File: config.mk
export PLATFORM = sky130hd
export DESIGN_NAME = rom_fetch_ctrl_flat
export DESIGN_NICKNAME = d
export VERILOG_FILES = /design/src/rtl/rom_fetch_ctrl_if.sv /design/src/rtl/rom_fetch_ctrl.sv /design/src/flat_wrapper.sv
export SDC_FILE = /design/constraint.sdc
export NUM_CORES = 1
export LEC_CHECK = 0
export CAP_MARGIN = 20
export CORE_AREA = 3 3 73 75
export CTS_CLUSTER_DIAMETER = 80
export DETAILED_ROUTE_END_ITERATION = 8
export DIE_AREA = 0 0 76 78
export GPL_TIMING_DRIVEN = 0
export PLACE_DENSITY = 0.84
export SYNTH_ARGS = -nofsm -noshare
export SYNTH_HDL_FRONTEND = slang
export SYNTH_SLANG_ARGS = --single-unit
export TNS_END_PERCENT = 30
File: constraint.sdc
create_clock -name clk -period 1.5 [get_ports clk]
set_input_delay 0.3 -clock clk [delete_from_list [all_inputs] [get_ports clk]]
set_output_delay 0.3 -clock clk [all_outputs]
set_load 0.01 [all_outputs]
File: src/rtl/rom_fetch_ctrl_if.sv
// Bus bundle between the fetch controller and its ROM, decoder and execute-stage data port.
// The master modport is the controller side; slave is the environment side.
interface rom_fetch_ctrl_if;
    logic [7:0] rom_addr;
    logic       rom_read;
    logic       rom_ena;
    logic [7:0] rom_data;
    logic       ins_valid;
    logic       ins_ready;
    logic [3:0] ins_opcode;
    logic [3:0] ins_reg;
    logic [7:0] ins_operand;
    logic       ins_two_byte;
    logic [7:0] ins_pc;
    logic       dreq_valid;
    logic [7:0] dreq_addr;
    logic       dreq_ready;
    logic       drsp_valid;
    logic [7:0] drsp_data;
    logic       jump_valid;
    logic [7:0] jump_addr;
    logic       halted;
    logic [1:0] dbg_state;

    modport master (
        output rom_addr, rom_read, rom_ena,
        input  rom_data,
        output ins_valid, ins_opcode, ins_reg, ins_operand, ins_two_byte, ins_pc,
        input  ins_ready,
        input  dreq_valid, dreq_addr,
        output dreq_ready, drsp_valid, drsp_data,
        input  jump_valid, jump_addr,
        output halted, dbg_state
    );

    modport slave (
        input  rom_addr, rom_read, rom_ena,
        output rom_data,
        input  ins_valid, ins_opcode, ins_reg, ins_operand, ins_two_byte, ins_pc,
        output ins_ready,
        output dreq_valid, dreq_addr,
        input  dreq_ready, drsp_valid, drsp_data,
        output jump_valid, jump_addr,
        input  halted, dbg_state
    );
endinterface

File: src/rtl/rom_fetch_ctrl.sv
// Instruction fetch sequencer for the 8-bit RISC CPU, sharing one ROM port with execute-stage data reads.
// Handshakes: ins_valid/ins_ready transfer when both are high on a rising edge; a data read is taken when dreq_valid and dreq_ready are both high.
module rom_fetch_ctrl (
    input  logic              clk,
    input  logic              rst,
    rom_fetch_ctrl_if.master  bus
);
    typedef enum logic [1:0] {
        S_FETCH_OP  = 2'd0,
        S_FETCH_ARG = 2'd1,
        S_HOLD      = 2'd2,
        S_HALT      = 2'd3
    } state_t;

    state_t     r_state;
    logic [7:0] r_pc;
    logic       r_last_data;
    logic       r_ins_valid;
    logic [7:0] r_opcode;
    logic [7:0] r_operand;
    logic       r_two_byte;
    logic [7:0] r_ins_pc;
    logic       r_drsp_valid;
    logic [7:0] r_drsp_data;
    logic       r_halted;

    logic       w_fetch_req;
    logic       w_data_grant;
    logic       w_fetch_grant;
    logic       w_is_two;

    assign w_fetch_req   = (r_state == S_FETCH_OP) || (r_state == S_FETCH_ARG);
    // Data wins unless it won last cycle while a fetch was waiting.
    assign w_data_grant  = !rst && bus.dreq_valid && !(r_last_data && w_fetch_req);
    assign w_fetch_grant = !rst && w_fetch_req && !w_data_grant;
    assign w_is_two      = (bus.rom_data[7:4] == 4'h1) || (bus.rom_data[7:4] == 4'h2) ||
                           (bus.rom_data[7:4] == 4'h3);

    assign bus.rom_addr   = w_data_grant ? bus.dreq_addr : (w_fetch_grant ? r_pc : 8'h00);
    assign bus.rom_read   = w_data_grant || w_fetch_grant;
    assign bus.rom_ena    = w_data_grant || w_fetch_grant;
    assign bus.dreq_ready = w_data_grant;

    assign bus.ins_valid    = r_ins_valid;
    assign bus.ins_opcode   = r_opcode[7:4];
    assign bus.ins_reg      = r_opcode[3:0];
    assign bus.ins_operand  = r_operand;
    assign bus.ins_two_byte = r_two_byte;
    assign bus.ins_pc       = r_ins_pc;
    assign bus.drsp_valid   = r_drsp_valid;
    assign bus.drsp_data    = r_drsp_data;
    assign bus.halted       = r_halted;
    assign bus.dbg_state    = r_state;

    always_ff @(posedge clk) begin
        if (rst) begin
            r_state      <= S_FETCH_OP;
            r_pc         <= 8'h00;
            r_last_data  <= 1'b0;
            r_ins_valid  <= 1'b0;
            r_opcode     <= 8'h00;
            r_operand    <= 8'h00;
            r_two_byte   <= 1'b0;
            r_ins_pc     <= 8'h00;
            r_drsp_valid <= 1'b0;
            r_drsp_data  <= 8'h00;
            r_halted     <= 1'b0;
        end else begin
            r_last_data  <= w_data_grant;
            r_drsp_valid <= w_data_grant;
            if (w_data_grant) begin
                r_drsp_data <= bus.rom_data;
            end
            // A jump overrides any fetch progress; a same-cycle handshake is simply absorbed.
            if (bus.jump_valid) begin
                r_pc        <= bus.jump_addr;
                r_state     <= S_FETCH_OP;
                r_halted    <= 1'b0;
                r_ins_valid <= 1'b0;
            end else begin
                case (r_state)
                    S_FETCH_OP: begin
                        if (w_fetch_grant) begin
                            r_opcode   <= bus.rom_data;
                            r_ins_pc   <= r_pc;
                            r_two_byte <= w_is_two;
                            r_pc       <= r_pc + 8'd1;
                            if (w_is_two) begin
                                r_state <= S_FETCH_ARG;
                            end else begin
                                r_operand   <= 8'h00;
                                r_ins_valid <= 1'b1;
                                r_state     <= S_HOLD;
                            end
                        end
                    end
                    S_FETCH_ARG: begin
                        if (w_fetch_grant) begin
                            r_operand   <= bus.rom_data;
                            r_pc        <= r_pc + 8'd1;
                            r_ins_valid <= 1'b1;
                            r_state     <= S_HOLD;
                        end
                    end
                    S_HOLD: begin
                        if (bus.ins_ready) begin
                            r_ins_valid <= 1'b0;
                            if (r_opcode[7:4] == 4'h7) begin
                                r_halted <= 1'b1;
                                r_state  <= S_HALT;
                            end else begin
                                r_state <= S_FETCH_OP;
                            end
                        end
                    end
                    default: begin
                        r_state <= S_HALT;
                    end
                endcase
            end
        end
    end
endmodule

File: src/flat_wrapper.sv
// flat-port wrapper written by rule: the top's interface ports become plain ports
module rom_fetch_ctrl_flat 
  (clk, rst, bus_rom_addr, bus_rom_read, bus_rom_ena, bus_rom_data, bus_ins_valid, bus_ins_opcode, bus_ins_reg, bus_ins_operand, bus_ins_two_byte, bus_ins_pc, bus_ins_ready, bus_dreq_valid, bus_dreq_addr, bus_dreq_ready, bus_drsp_valid, bus_drsp_data, bus_jump_valid, bus_jump_addr, bus_halted, bus_dbg_state);
  rom_fetch_ctrl_if bus_i ();
  input  logic clk;
  input  logic rst;
  output wire logic [$bits(bus_i.rom_addr)-1:0] bus_rom_addr;
  output wire logic [$bits(bus_i.rom_read)-1:0] bus_rom_read;
  output wire logic [$bits(bus_i.rom_ena)-1:0] bus_rom_ena;
  input wire logic [$bits(bus_i.rom_data)-1:0] bus_rom_data;
  output wire logic [$bits(bus_i.ins_valid)-1:0] bus_ins_valid;
  output wire logic [$bits(bus_i.ins_opcode)-1:0] bus_ins_opcode;
  output wire logic [$bits(bus_i.ins_reg)-1:0] bus_ins_reg;
  output wire logic [$bits(bus_i.ins_operand)-1:0] bus_ins_operand;
  output wire logic [$bits(bus_i.ins_two_byte)-1:0] bus_ins_two_byte;
  output wire logic [$bits(bus_i.ins_pc)-1:0] bus_ins_pc;
  input wire logic [$bits(bus_i.ins_ready)-1:0] bus_ins_ready;
  input wire logic [$bits(bus_i.dreq_valid)-1:0] bus_dreq_valid;
  input wire logic [$bits(bus_i.dreq_addr)-1:0] bus_dreq_addr;
  output wire logic [$bits(bus_i.dreq_ready)-1:0] bus_dreq_ready;
  output wire logic [$bits(bus_i.drsp_valid)-1:0] bus_drsp_valid;
  output wire logic [$bits(bus_i.drsp_data)-1:0] bus_drsp_data;
  input wire logic [$bits(bus_i.jump_valid)-1:0] bus_jump_valid;
  input wire logic [$bits(bus_i.jump_addr)-1:0] bus_jump_addr;
  output wire logic [$bits(bus_i.halted)-1:0] bus_halted;
  output wire logic [$bits(bus_i.dbg_state)-1:0] bus_dbg_state;
  assign bus_rom_addr = bus_i.rom_addr;
  assign bus_rom_read = bus_i.rom_read;
  assign bus_rom_ena = bus_i.rom_ena;
  assign bus_i.rom_data = bus_rom_data;
  assign bus_ins_valid = bus_i.ins_valid;
  assign bus_ins_opcode = bus_i.ins_opcode;
  assign bus_ins_reg = bus_i.ins_reg;
  assign bus_ins_operand = bus_i.ins_operand;
  assign bus_ins_two_byte = bus_i.ins_two_byte;
  assign bus_ins_pc = bus_i.ins_pc;
  assign bus_i.ins_ready = bus_ins_ready;
  assign bus_i.dreq_valid = bus_dreq_valid;
  assign bus_i.dreq_addr = bus_dreq_addr;
  assign bus_dreq_ready = bus_i.dreq_ready;
  assign bus_drsp_valid = bus_i.drsp_valid;
  assign bus_drsp_data = bus_i.drsp_data;
  assign bus_i.jump_valid = bus_jump_valid;
  assign bus_i.jump_addr = bus_jump_addr;
  assign bus_halted = bus_i.halted;
  assign bus_dbg_state = bus_i.dbg_state;
  rom_fetch_ctrl u_core (.clk(clk), .rst(rst), .bus(bus_i));
endmodule
==> Word level (Yosys, flattened, before mapping) <==
Index checks and enable logic that the tools add are counted.
Widths: inputs -> output; s select.
{ "classes": {"addsub": 1, "eq_ne": 10, "muxes": 20, "n_bitwise": 1, "reduce_logical": 25} }
{ "op_table": {"columns": ["cell", "count"], "rows": [
  ["$mux 8", 8],
  ["$pmux 8 s2", 1],
  ["$mux 2", 5],
  ["$reduce_and 5->1", 2],
  ["$reduce_and 3->1", 3],
  ["$add 8x1->8 const B", 1],
  ["$eq 4x2->1 const B", 2],
  ["$pmux 2 s3", 1],
  ["$reduce_bool 2->1", 3],
  ["$logic_and 1x1->1", 5],
  ["$eq 4x1->1 const B", 1],
  ["$eq 4x3->1 const B", 1],
  ["$logic_or 1x1->1", 4],
  ["$mux 1", 4],
  ["$ne 2x1->1 const B", 2],
  ["$ne 2x2->1 const B", 2],
  ["$reduce_or 2->1", 2],
  ["$logic_not 1->1", 3],
  ["$pmux 1 s3", 1],
  ["$reduce_bool 3->1", 1],
  ["$eq 2x1->1 const B", 1],
  ["$eq 2x2->1 const B", 1],
  ["$logic_not 2->1", 1],
  ["$reduce_and 2->1", 1],
  ["$not 1->1", 1]
]} }
{ "totals": {"reg_bits": 46, "inputBits": 29, "out_inout_bits": 49, "elab_cells": 67} }

==> Longest topological paths before layout <==
{ "logic_depth": {"word_depth": 10, "mapped_depth": 7, "depth_no_buf": 5} }

==> Worst setup path after synthesis <==
OpenSTA, ideal clock, no wires.
{ "synth_path": {"path_kind": "input -> output", "startpoint": "in rst", "endpoint": "out bus_rom_read", "arrival_ns": 1.233, "t_required_ns": 1.200, "slack_ns": -0.033, "path_stages": 5, "n_path_buf": 4, "path_cell_list": "buf_6 > clkbuf_1 > clkbuf_1 > a21oi_1 > buf_4"} }
{ "synth_via": {"elab_chain_cells": 6, "elab_cells_between_ends": 7, "classes_between": "reduce/logical (7)"} }
{ "synth_rtl": {"columns": ["item", "line", "text"], "rows": [
  ["start, declared", "flat_wrapper.sv:6", "input logic rst;"],
  ["$logic_not 1->1 (*)", "rom_fetch_ctrl.sv:34, rom_fetch_ctrl.sv:35", null],
  ["$logic_and 1x1->1 (2 in series)", "rom_fetch_ctrl.sv:34", "assign w_data_grant = !rst && bus.dreq_valid && !(r_last_data && w_fetch_req);"],
  ["$logic_not 1->1", "rom_fetch_ctrl.sv:35", "assign w_fetch_grant = !rst && w_fetch_req && !w_data_grant;"],
  ["$logic_and 1x1->1", "rom_fetch_ctrl.sv:35", null],
  ["$logic_or 1x1->1 (*)", null, null],
  ["end, declared", "flat_wrapper.sv:8", "output wire logic [$bits(bus_i.rom_read)-1:0] bus_rom_read;"]
]} }
Every way passes the cells marked *; elsewhere a longest branch is shown, timed or not.

==> Worst setup path in the final report <==
{ "layout_path": {"startpoint": "reg u_core.r_last_data", "endpoint": "out bus_rom_addr[7]"} }
{ "layout_via": {"elab_chain_cells": 7} }
{ "layout_rtl": {"columns": ["item", "line", "text"], "rows": [
  ["start, declared", "rom_fetch_ctrl.sv:17", "logic r_last_data;"],
  ["start signal, assigned", "rom_fetch_ctrl.sv:69", "r_last_data <= w_data_grant;"],
  ["$logic_and 1x1->1 (*)", "rom_fetch_ctrl.sv:34", null],
  ["$logic_not 1->1 (*)", "rom_fetch_ctrl.sv:34", null],
  ["$logic_and 1x1->1 (*)", "rom_fetch_ctrl.sv:34", null],
  ["$logic_not 1->1", "rom_fetch_ctrl.sv:35", null],
  ["$logic_and 1x1->1", "rom_fetch_ctrl.sv:35", null],
  ["$mux 8", "rom_fetch_ctrl.sv:39", "assign bus.rom_addr = w_data_grant ? bus.dreq_addr : (w_fetch_grant ? r_pc : 8'h00);"],
  ["$mux 8 (*)", "rom_fetch_ctrl.sv:39", null],
  ["end, declared", "flat_wrapper.sv:7", "output wire logic [$bits(bus_i.rom_addr)-1:0] bus_rom_addr;"]
]} }
Marks and branches as above.

==> flow_summary.yaml <==
finish:
  antenna_cells_inserted: 0
  layout-drive-gt1-share_pct: 19.0
  synthToLayoutAreaGrowth_pct: 53.2
  nets: 361
status:
  violations_in_the_final_reports: "setup timing"
  outcome: "finished with violations"
routing:
  vias_per_cell: 5.04
  drt_first_pass_iters: 4
  routed-via-count: 2009
  route.detailed.drc: 0
  drtIter0Drc: 103
  remaining_antenna_violation_count_after_routing: 0
  post_drt_wl_per_cell_um: 15.0
  totalWireLength_um: 5990
timing:
  timing.final.max_slew_violations: 0
  unrepaired_setup_endpoints_after_global_routing: "yes"
  setup_viol: 9
  finalWorstPathRequiredPeriod_ps: 1690
  worst-slew-pin-transition_ps: 487
  fin_skew_ps: 4.96
  fin_ws_ps: -194
  final_hold_viol_count: 0
  fin_setup_tns_ps: -1500
  max_transition_margin_pct: 67.5
  timing.final.crit_share_pct: 113
  timing.fmax_mhz: 590
  hold_slack_ps: 379
cts:
  cts.htree.levels: 2
  tritoncts: "built"
  cts_buffers: 5
  hold_fix_buffers_cts: 0
  clock-sinks: 46
  cts-root-buf: "sky130_fd_sc_hd__clkbuf_8"
  worst_setup_hold_path_clk_slew_ps: 80
  clk_latency_ps: 300
  clockBufferDepth: 2
yosys:
  postSynth.topFlopCell: "sky130_fd_sc_hd__dfxtp_1"
  synth_top_family_by_area: "simple AND/OR/NAND/NOR gates"
  post_synth_main_area_contributors: "sky130_fd_sc_hd__dfxtp_1 44%, sky130_fd_sc_hd__nand2_1 8.1%, sky130_fd_sc_hd__mux2i_1 7.7%"
  synth.largest_area_cell: "sky130_fd_sc_hd__dfxtp_1"
  syn-mean-instance-area_um2: 8.81
  synth.cell_area_mm2: 0.00209
  post_synth_fa_ha_maj_area_fraction_pct: 0.600
  synth.top_cells.by_count: "46 x sky130_fd_sc_hd__dfxtp_1, 45 x sky130_fd_sc_hd__nand2_1, 25 x sky130_fd_sc_hd__a21oi_1, 16 x sky130_fd_sc_hd__mux2i_1, 12 x sky130_fd_sc_hd__nor2_1"
  yosys_warnings: 0
  yosys.area.top_type_share_pct: 44.1
  post-synth-top-count-cell: "sky130_fd_sc_hd__dfxtp_1"
  yosys.area_share.xor_xnor_pct: 2.10
  synth_edf_count: 0
  post_synth_mux_area_share_pct: 7.67
  yosys_register_bits: 46
  syn-instance-count: 237
  sequential_area_share_after_synthesis_pct: 44.1
  synth.distinct_cells: 42
  async_reset_ff_share_pct: 0
  fraction_of_the_mapped_netlist_area_in_simple_logic_gates_pct: 24.8
  synth_compound_area_share_pct: 14.5
  syn_nets: 267
worst_setup_path:
  critical-path-top-delay-family: "compound AO/OA/AOI/OAI gates"
  rrSetupSlack_ps: 100
  crit_path_cell_trace: "inv_2 > o21ai_2 > buf_6 > nor2_4 > a22o_1 > buf_2"
  crit_slowest_cell: "sky130_fd_sc_hd__dfxtp_2"
  start_kind: "flop"
  crit_path_max_fanout: 5
  critical_path_class: "flop to primary output"
  timing.critical_path.required_ps: 1200
  worst_path_largest_cell_delay_ps: 350
  critical_path.n_buffers_inverters: 3
  worst_setup_path_end_kind: "primary output"
  critical_path_arrival_ps: 1390
die:
  floorplan.io_pins: 78
  floorplan.die_area_mm2: 0.00593
  num_rows: 25
  initial_core_util_pct: 44.2
  floorplan.core_area_mm2: 0.00472
  fp.dieW_um: 76
  die_height_um: 78
grt:
  track_usage_pct: 20.3
  grt_start_max_net_pins: 14
  global_route.overflow_total: 0
  global_route_wire_length_before_repair_um: 9600
  vias_in_the_first_global_route: 1925
  antenna_found_initial: 0
run:
  cap_viol_max_count: 0
place:
  hpwlAfterDp_um: 4140
  place_congestion: 0.793
  pre_cts_ws_ps: -836
  port-buffer-count: 76
pwr:
  power-per-cell-area_mw_per_mm2: 815
  max-vdd-ir-drop_mv: 0.774
  power_leakage_nw: 1.75
min_path:
  timing.hold.worst.class: "input port to flop"
==> report_power, final <==
| group | switching, mW | total [mW] | internal, mW |
|---|---|---|---|
| clock network | 0.413 | 0.786 | 0.372 |
| logic | 0.234 | 0.502 | 0.267 |
| registers | 0.0469 | 1.32 | 1.27 |
==> tightest hold or removal path: stages <==
cell	delay, ps
sky130_fd_sc_hd__buf_6	150
sky130_fd_sc_hd__nand2b_1	120
sky130_fd_sc_hd__mux2i_1	60
==> metrics by stage <==
stage / cell area [um^2] / power [mW] / cells / utilization [%]
after floorplan: 2090 / 1.58 / 237 / -
after global placement: 2930 / 1.81 / 380 / 62.1
after detailed placement: 2930 / 1.82 / 380 / 62.1
after CTS: 3090 / 2.62 / 395 / 65.3
after global routing: 3200 / 2.71 / 399 / 67.7
final: 3200 / 2.61 / 399 / 67.7
==> area by class of cell <==
class / instances / area, um^2
Fill cell: 402 / 1530
Multi-Input combinational cell: 170 / 1080
Sequential cell: 46 / 930
Timing Repair Buffer: 87 / 856
Buffer: 15 / 129
Clock buffer: 7 / 86.3
Tap cell: 67 / 83.8
Inverter: 6 / 22.5
Clock inverter: 1 / 5.00
==> final timing paths <==
| kind | from | endpoint | cells after the start |
|---|---|---|---|
| min | rst | u_core.bus.ins_operand[7]$_SDFFE_PP0P_ | 3 |
| min reg2reg | u_core.bus.ins_valid$_SDFFE_PP0P_ | u_core.bus.ins_valid$_SDFFE_PP0P_ | 1 |
| max | u_core.r_last_data$_SDFF_PP0_ | bus_rom_addr[7] | 6 |
| max reg2reg | u_core.bus.dbg_state[1]$_SDFFE_PP0P_ | u_core.bus.ins_two_byte$_SDFFE_PP0P_ | 6 |
==> flip-flops by register name, summed over array words and instances, names as in the netlist <==
register	count
u_core.r_opcode	8
u_core.bus.ins_pc	8
u_core.bus.ins_valid	1
u_core.bus.ins_operand	8
u_core.bus.halted	1
u_core.bus.ins_two_byte	1
u_core.r_pc	8
u_core.r_last_data	1
u_core.bus.dbg_state	2
u_core.bus.drsp_data	8
==> cell usage in the layout, fill, tap and decap left out, types with 11 or more instances in the layout <==
| cell type | n |
|---|---|
| sky130_fd_sc_hd__a21oi_1 | 24 |
| sky130_fd_sc_hd__buf_2 | 11 |
| sky130_fd_sc_hd__buf_4 | 11 |
| sky130_fd_sc_hd__clkdlybuf4s50_1 | 25 |
| sky130_fd_sc_hd__dfxtp_1 | 41 |
| sky130_fd_sc_hd__dlygate4sd2_1 | 13 |
| sky130_fd_sc_hd__dlymetal6s2s_1 | 27 |
| sky130_fd_sc_hd__mux2i_1 | 16 |
| sky130_fd_sc_hd__nand2_1 | 45 |
| sky130_fd_sc_hd__nor2_1 | 11 |
==> what timing repair did <==
action                                  CTS  global route
gates resized for setup                  72            36
buffers inserted                          5             5
endpoints found under the hold margin     0             0
endpoints found under the setup margin   24            47
cloned                                    2             0
pin swaps                                 3             7
==> kinds of logic after synthesis <==
group / after synthesis
compound gates: 48
xor+xnor: 5
fa+ha+maj: 1
buf+inv: 22
flops: 46
mux: 16
simple gates: 99
==> routing by layer <==
layer / global-route usage, % / vias to the layer above / part of all wire [%]
li1: - / 1004 / -
met1: 24.3 / 917 / 41
met2: 34.1 / 83 / 47
met3: 8.00 / 5 / 11
met4: 4.89 / 0 / 0.92
met5: 0 / - / 0
Power figures use the tool's default switching activity.
